**src/rtl/counter_pkg.sv**
```systemverilog
// Constants and helpers shared by the up/down modulus counter and the timer
// blocks built on top of it.
package counter_pkg;

    localparam logic DIR_UP   = 1'b1;
    localparam logic DIR_DOWN = 1'b0;

    localparam int MODE_WRAP = 0;
    localparam int MODE_SAT  = 1;

    // Limits a requested value to the legal range 0..modulus-1.
    function automatic logic [31:0] clamp_to_modulus(input logic [31:0] value,
                                                     input logic [31:0] modulus);
        return (value < modulus) ? value : (modulus - 32'd1);
    endfunction

endpackage

```
**src/rtl/counter_next_value.sv**
```systemverilog
// Combinational next-state logic for updown_mod_counter: clear > load > step > hold,
// with the range-end wrap/saturate decision and its wrap event.
module counter_next_value
    import counter_pkg::*;
#(
    parameter int WIDTH    = 4,
    parameter int MODULUS  = 16,
    parameter int SATURATE = 0
) (
    input  logic [WIDTH-1:0] count,
    input  logic             up_down,
    input  logic             toggle,
    input  logic             load,
    input  logic [WIDTH-1:0] load_value,
    input  logic             clear,
    output logic [WIDTH-1:0] next_count,
    output logic             wrap_event
);

    localparam logic [WIDTH:0]   MOD_EXT   = (WIDTH+1)'(MODULUS);
    localparam logic [WIDTH-1:0] MAX_COUNT = WIDTH'(MODULUS - 1);

    // One extra bit lets MODULUS == 2**WIDTH compare correctly and exposes the
    // borrow out of zero when stepping down.
    logic [WIDTH:0] inc_ext;
    logic [WIDTH:0] dec_ext;

    assign inc_ext = {1'b0, count} + (WIDTH+1)'(1);
    assign dec_ext = {1'b0, count} - (WIDTH+1)'(1);

    always_comb begin
        next_count = count;
        wrap_event = 1'b0;
        if (clear) begin
            next_count = '0;
        end else if (load) begin
            next_count = WIDTH'(clamp_to_modulus(32'(load_value), 32'(MODULUS)));
        end else if (toggle) begin
            if (up_down == DIR_UP) begin
                if (inc_ext >= MOD_EXT) begin
                    wrap_event = 1'b1;
                    next_count = (SATURATE == MODE_SAT) ? count : '0;
                end else begin
                    next_count = inc_ext[WIDTH-1:0];
                end
            end else begin
                if (dec_ext[WIDTH]) begin
                    wrap_event = 1'b1;
                    next_count = (SATURATE == MODE_SAT) ? count : MAX_COUNT;
                end else begin
                    next_count = dec_ext[WIDTH-1:0];
                end
            end
        end
    end

endmodule

```
**src/rtl/updown_mod_counter.sv**
```systemverilog
// Synchronous up/down modulus counter with load, clear, wrap/saturate mode,
// terminal-count flag, one-cycle wrap pulse and sticky overflow.
module updown_mod_counter
    import counter_pkg::*;
#(
    parameter int WIDTH    = 4,
    parameter int MODULUS  = 16,
    parameter int SATURATE = 0
) (
    input  logic             clock,
    input  logic             reset,
    input  logic             toggle,
    input  logic             up_down,
    input  logic             load,
    input  logic [WIDTH-1:0] load_value,
    input  logic             clear,
    input  logic             ovf_clear,
    output logic [WIDTH-1:0] count,
    output logic             terminal,
    output logic             wrap_pulse,
    output logic             overflow
);

    if (WIDTH < 1 || WIDTH > 31 || MODULUS < 2 ||
        longint'(MODULUS) > (longint'(1) << WIDTH)) begin : g_bad_params
        $fatal(1, "updown_mod_counter: illegal WIDTH/MODULUS combination");
    end

    localparam logic [WIDTH-1:0] MAX_COUNT = WIDTH'(MODULUS - 1);

    logic [WIDTH-1:0] count_d, count_q;
    logic             wrap_pulse_d, wrap_pulse_q;
    logic             overflow_d, overflow_q;
    logic             wrap_event;

    counter_next_value #(
        .WIDTH    (WIDTH),
        .MODULUS  (MODULUS),
        .SATURATE (SATURATE)
    ) u_next (
        .count      (count_q),
        .up_down    (up_down),
        .toggle     (toggle),
        .load       (load),
        .load_value (load_value),
        .clear      (clear),
        .next_count (count_d),
        .wrap_event (wrap_event)
    );

    // A wrap event in the same cycle as ovf_clear keeps the flag set.
    always_comb begin
        wrap_pulse_d = wrap_event;
        overflow_d   = overflow_q;
        if (wrap_event) begin
            overflow_d = 1'b1;
        end else if (ovf_clear) begin
            overflow_d = 1'b0;
        end
    end

    always_ff @(posedge clock or negedge reset) begin
        if (!reset) begin
            count_q      <= '0;
            wrap_pulse_q <= 1'b0;
            overflow_q   <= 1'b0;
        end else begin
            count_q      <= count_d;
            wrap_pulse_q <= wrap_pulse_d;
            overflow_q   <= overflow_d;
        end
    end

    assign count      = count_q;
    assign wrap_pulse = wrap_pulse_q;
    assign overflow   = overflow_q;
    assign terminal   = (up_down == DIR_UP) ? (count_q == MAX_COUNT) : (count_q == '0);

endmodule
```
**config.mk**
```make
export PLATFORM = sky130hd
export DESIGN_NAME = updown_mod_counter
export DESIGN_NICKNAME = d
export VERILOG_FILES = /design/src/rtl/counter_pkg.sv /design/src/rtl/counter_next_value.sv /design/src/rtl/updown_mod_counter.sv
export SDC_FILE = /design/constraint.sdc
export NUM_CORES = 1
export LEC_CHECK = 0
export ABC_AREA = 1
export CAP_MARGIN = 30
export CORE_AREA = 3 3 40 42
export CTS_BUF_LIST = sky130_fd_sc_hd__clkbuf_16
export CTS_CLUSTER_SIZE = 10
export DETAILED_ROUTE_END_ITERATION = 6
export DIE_AREA = 0 0 43 45
export HOLD_SLACK_MARGIN = 0.08
export SLEW_MARGIN = 40
export SYNTH_ARGS = -nofsm -noshare
export SYNTH_HDL_FRONTEND = slang
export SYNTH_SLANG_ARGS = --single-unit
```
**constraint.sdc**
```tcl
create_clock -name clock -period 3.5 [get_ports clock]
set_clock_uncertainty 0.2 [all_clocks]
set_input_delay 0.7 -clock clock [delete_from_list [all_inputs] [get_ports clock]]
set_output_delay 0.7 -clock clock [all_outputs]
set_load 0.005 [all_outputs]
```
# Yosys cells after proc, flatten, opt, wreduce, memory -nomap -nowiden
# Cells that the tools add are included.
# Widths: inputs -> output; s select.
# word_totals
output_inout_bits	7
input_bits	11
regBits	6
# classes
add_sub_neg	2
reduce_logical	3
magnitude_cmp	1
mux	15
n_eq_ne	1
# op_table
op	count
$mux 4	6
$mux 1	9
$add 4x1->5 const B	1
$ge 5x5->1 const B	1
$sub 4x1->5 const B	1
$eq 4x4->1 const B	1
$logic_not 4->1	1
$reduce_bool 3->1	1
$reduce_bool 2->1	1

# Logic depth before layout (Yosys ltp)
# Gate-level depths: netlist of the first run.
# depth
ltp_word	8
mapped_depth	10
depth_no_buf	10

# Hierarchy
# From an unflattened synthesis of the first run, not the netlist that was laid out.
# unflattened
cells_unflattened	74
area_unflattened_um2	498.0
# by_module_without_submodules
module	area_per_inst_um2	n_inst	seq_area_each_um2	cells_each
counter_next_value	297.8	1	0.0	56
updown_mod_counter	200.2	1	150.1	18

# Worst setup path after synthesis of the first run
# No wires, ideal clock.
# synth_path
path_kind	reg-to-output
start	reg count_q[0] (netlist: count[0])
end	out terminal
required_time_ns	2.600
arrival_time_ns	1.003
n_path_buf	0
path_stages_with_launch	7
slack_ns	1.597
path_cell_list	dfrtp_1 -> inv_1 -> ha_1 -> inv_1 -> nor3_2 -> nand2_1 -> nand2_2
# synth_between
elab_chain_len	2
word_cells_on_any_way	3
cone_classes	eq/ne (1); mux (1); reduce/logical (1)
# synth_lines
item	line	text
start, declared	updown_mod_counter.sv:31	logic [WIDTH-1:0] count_d, count_q;
start signal, assigned	updown_mod_counter.sv:68	count_q <= count_d;
$eq 4x4->1 or $logic_not 4->1 (tied branches)	updown_mod_counter.sv:77	assign terminal = (up_down == DIR_UP) ? (count_q == MAX_COUNT) : (count_q == '0);
$mux 1 *	updown_mod_counter.sv:77	
end, declared	updown_mod_counter.sv:19	output logic terminal,
# Mark *: on every way between the ends. The rest lies on a longest branch, timed or not.

# Final worst setup path of the first run
# layout_path
start	in up_down
end	out terminal
# layout_between
elab_chain_len	1
# layout_lines
item	line	text
start, declared	updown_mod_counter.sv:13	input logic up_down,
$mux 1	updown_mod_counter.sv:77	
# Every way passes these cells.

==> metrics.md, run 1 <==
| Metric | Value |
|---|---|
| Status | `completed` |
| Drt pass-1 iters | `4` |
| CTS Buffer Depth | `2` |
| Synth unique cells | `20` |
| Tightest Hold Check Type | `flip-flop to flip-flop` |
| Grt ovf | `0` |
| Nets | `99` |
| Area added between synthesis and finish | `59.1%` |
| Synthesized cell area | `447 µm²` |
| Via density | `approximately 4.8` |
| Final hold vios | `0` |
| Synthesized flop and latch total | `6` |
| Detail Placement HPWL | `around 910 µm` |
| Insertion delay to the later sink of the worst-skew pair | `about 220 ps` |
| Worst-margin pin slew | `approximately 280 ps` |
| Max-cap viol count | `0` |
| Total GRT Usage | `0.132` |
| Fin crit share | `0.856` |
| Initial antenna violation count | `0` |
| Most common cell after layout, fill and taps aside | `nand2_1` |
| Drt total wl | `approximately 1100 µm` |
| Finished Core Util | `0.553` |
| Mapped Avg Cell Area | `6.98 µm²` |
| CTS Sinks | `6` |
| Most frequent CP cell | `clkdlybuf4s50_1` |
| GP Congestion | `between 0.8 and 0.9` |
| Worst path max stage delay | `600 ps` |
| Power Dens Cells | `467 nW/µm²` |
| Initial Utilization | `0.348` |
| Sequential share of the synthesized area | `0.336` |
| Final setup fails | `0` |
| Cell count after synthesis | `between 60 and 70` |
| Post CTS Setup Buffer Count | `0` |
| Drt drc | `0` |
| Slew Limit Fails | `0` |
| Core Area | `1280 µm²` |
| Root buffer cell | `clkbuf_16` |
| CTS buffer count | `3` |
| Wire per inst | `10.7 µm` |
| Ratio of cells with drive above 1 in the final layout | `0.119` |
| YS warnings | `0` |
| R2R cell count | `6` |
| RR Startpoint | `count[0]$_DFFE_PN0P_` |
| Worst-path clk slew | `30 ps` |
| Most frequent cells in the layout | `nand2_1, clkdlybuf4s50_1, inv_1` |
| Chip Width | `43 µm` |
| Final min period | `approximately 3000 ps` |
| # resized after CTS | `0` |
| Crit path cell chain | `clkdlybuf4s50_1 -> nand4_1 -> nand2_2 -> clkdlybuf4s50_1` |
| Worst-case register-to-register setup slack | `around 1900 ps` |
| CTS tree | `yes` |
| CTS Hold Bufs | `0` |
| Max_slew headroom | `0.810` |
| Vias in the first global route | `450` |
| Hold path startpoint | `overflow$_DFFE_PN0P_` |
| Hold Crit Depth | `2` |
| First-pass GRT wire length | `approximately 1900 µm` |
| Worst R2R End | `count[1]$_DFFE_PN0P_` |
| Slowest cell on crit path | `clkdlybuf4s50_1` |
| Die area | `1940 µm²` |
| Top Ports | `18` |
| Die Height | `about 45 µm` |
| Vias | `473` |
| Final WS setup | `~500 ps` |
| Pre-CTS WS | `approximately 510 ps` |
| Max IR drop VDD | `0.450 mV` |
| Critical Path Sink Type | `output pin` |
| RSZ-0062 raised after global routing | `false` |
| Syn Nets | `77` |
| IO buf count | `17` |
| Worst-path fanout max | `8` |
| WHS Endpoint | `overflow$_DFFE_PN0P_` |
| Final ANT Viol Nets | `0` |
| Data required time of the worst path | `approximately 2600 ps` |
| Setup tns final | `0 ps` |
| Achievable Freq | `about 0.33 GHz` |
| Clock H-tree levels | `1` |
| DR iter-0 viols | `5` |
| P_leak | `roughly 0.34 nW` |
| Total power | `~330 µW` |
| Ant diodes | `0` |
| Pin count of the biggest net entering global routing | `9` |
| Crit path kind | `input port to output pin` |
| CP startpoint kind | `input port` |
| Row Count | `13` |
| CP arrival | `~2100 ps` |
==> worst max-delay path by stage <==
stage | from | endpoint | slack [ps] | depth (start not counted)
finish | up_down | terminal | 500 | 4
global route | up_down | terminal | 380 | 4
CTS | up_down | terminal | 500 | 4
detailed placement | up_down | terminal | 510 | 4
global placement | up_down | terminal | 520 | 4
floorplan | count[0]$_DFFE_PN0P_ | terminal | 1600 | 6
==> flip-flops by register name, indices dropped and copies added (netlist names) <==
| signal | count |
|---|---|
| count | 4 |
| overflow | 1 |
| wrap_pulse | 1 |
==> where the power goes <==
part / leakage [nW] / internal, mW / switching [mW]
clock: 0.0370 / 0.146 / 0.0336
sequential: 0.0788 / 0.0751 / 0.0101
combinational: 0.222 / 0.0356 / 0.0315
total: 0.338 / 0.257 / 0.0752
==> area by class of cell <==
cell class	count	area, µm²
multi-input cells	47	255
fillers	120	574
well taps	15	18.8
flip-flops and latches	6	150
clock buffers	3	75.1
repair buffers	17	170
inverters	11	41.3
==> worst max-delay path: cells and delay by family <==
family / cells / cell delay, ps
buffers and inverters: 2 / 1100
AND/OR/NAND/NOR: 2 / 290
==> per-layer routing <==
| metal | track usage | routed length (µm) |
|---|---|---|
| met3 | 0.0478 | 37 |
| met5 | 0 | 0 |
| met1 | 0.172 | 506 |
| met4 | 0.0181 | 0 |
| met2 | 0.219 | 515 |
==> cell usage after synthesis <==
library cell | number | area share
a21oi_1 | 1 | 0.011
dfrtp_1 | 6 | 0.34
ha_1 | 2 | 0.056
inv_1 | 10 | 0.084
inv_2 | 1 | 0.0084
nand2_1 | 18 | 0.15
nand2_2 | 1 | 0.014
nand3_1 | 5 | 0.056
nand3_2 | 1 | 0.022
nand4_1 | 2 | 0.028
nor2_1 | 5 | 0.042
nor2_2 | 1 | 0.014
nor2_4 | 1 | 0.025
nor3_2 | 1 | 0.022
o211ai_1 | 2 | 0.034
o21a_1 | 1 | 0.017
o21ai_0 | 1 | 0.011
o21ai_1 | 3 | 0.034
o21ai_2 | 1 | 0.020
o22ai_1 | 1 | 0.014
==> logic make-up after synthesis <==
| logic type | count (synthesis) | synth area share |
|---|---|---|
| buf+inv | 11 | 0.0924 |
| fa+ha+maj | 2 | 0.0560 |
| simple gates | 35 | 0.375 |
| compound gates | 10 | 0.140 |
| flops | 6 | 0.336 |
==> through the flow <==
step	instance area (µm²)	hold WS, ps	std cells
floorplan	447	204	64
global placement	636	301	96
detailed placement	636	305	96
CTS	711	314	99
global route	711	323	99
finish	711	311	99
Note: power is estimated with default switching activity, not from simulation.
==> run 2: changes to the inputs <==
--- a/config.mk
+++ b/config.mk
@@ -12,7 +12,6 @@
 export CTS_CLUSTER_SIZE = 10
 export DETAILED_ROUTE_END_ITERATION = 6
 export DIE_AREA = 0 0 43 45
-export HOLD_SLACK_MARGIN = 0.08
 export SLEW_MARGIN = 40
 export SYNTH_ARGS = -nofsm -noshare
 export SYNTH_HDL_FRONTEND = slang
==> results of run 2 <==
Same layout as run 1: the final DEF is identical, and so are final timing and power.
==> run 3: changes to the inputs <==
--- a/config.mk
+++ b/config.mk
@@ -12,6 +12,7 @@
 export CTS_CLUSTER_SIZE = 10
 export DETAILED_ROUTE_END_ITERATION = 6
 export DIE_AREA = 0 0 43 45
+export GPL_ROUTABILITY_DRIVEN = 0
 export SLEW_MARGIN = 40
 export SYNTH_ARGS = -nofsm -noshare
 export SYNTH_HDL_FRONTEND = slang
==> results of run 3 <==
Same layout as run 1: the final DEF is identical, and so are final timing and power.
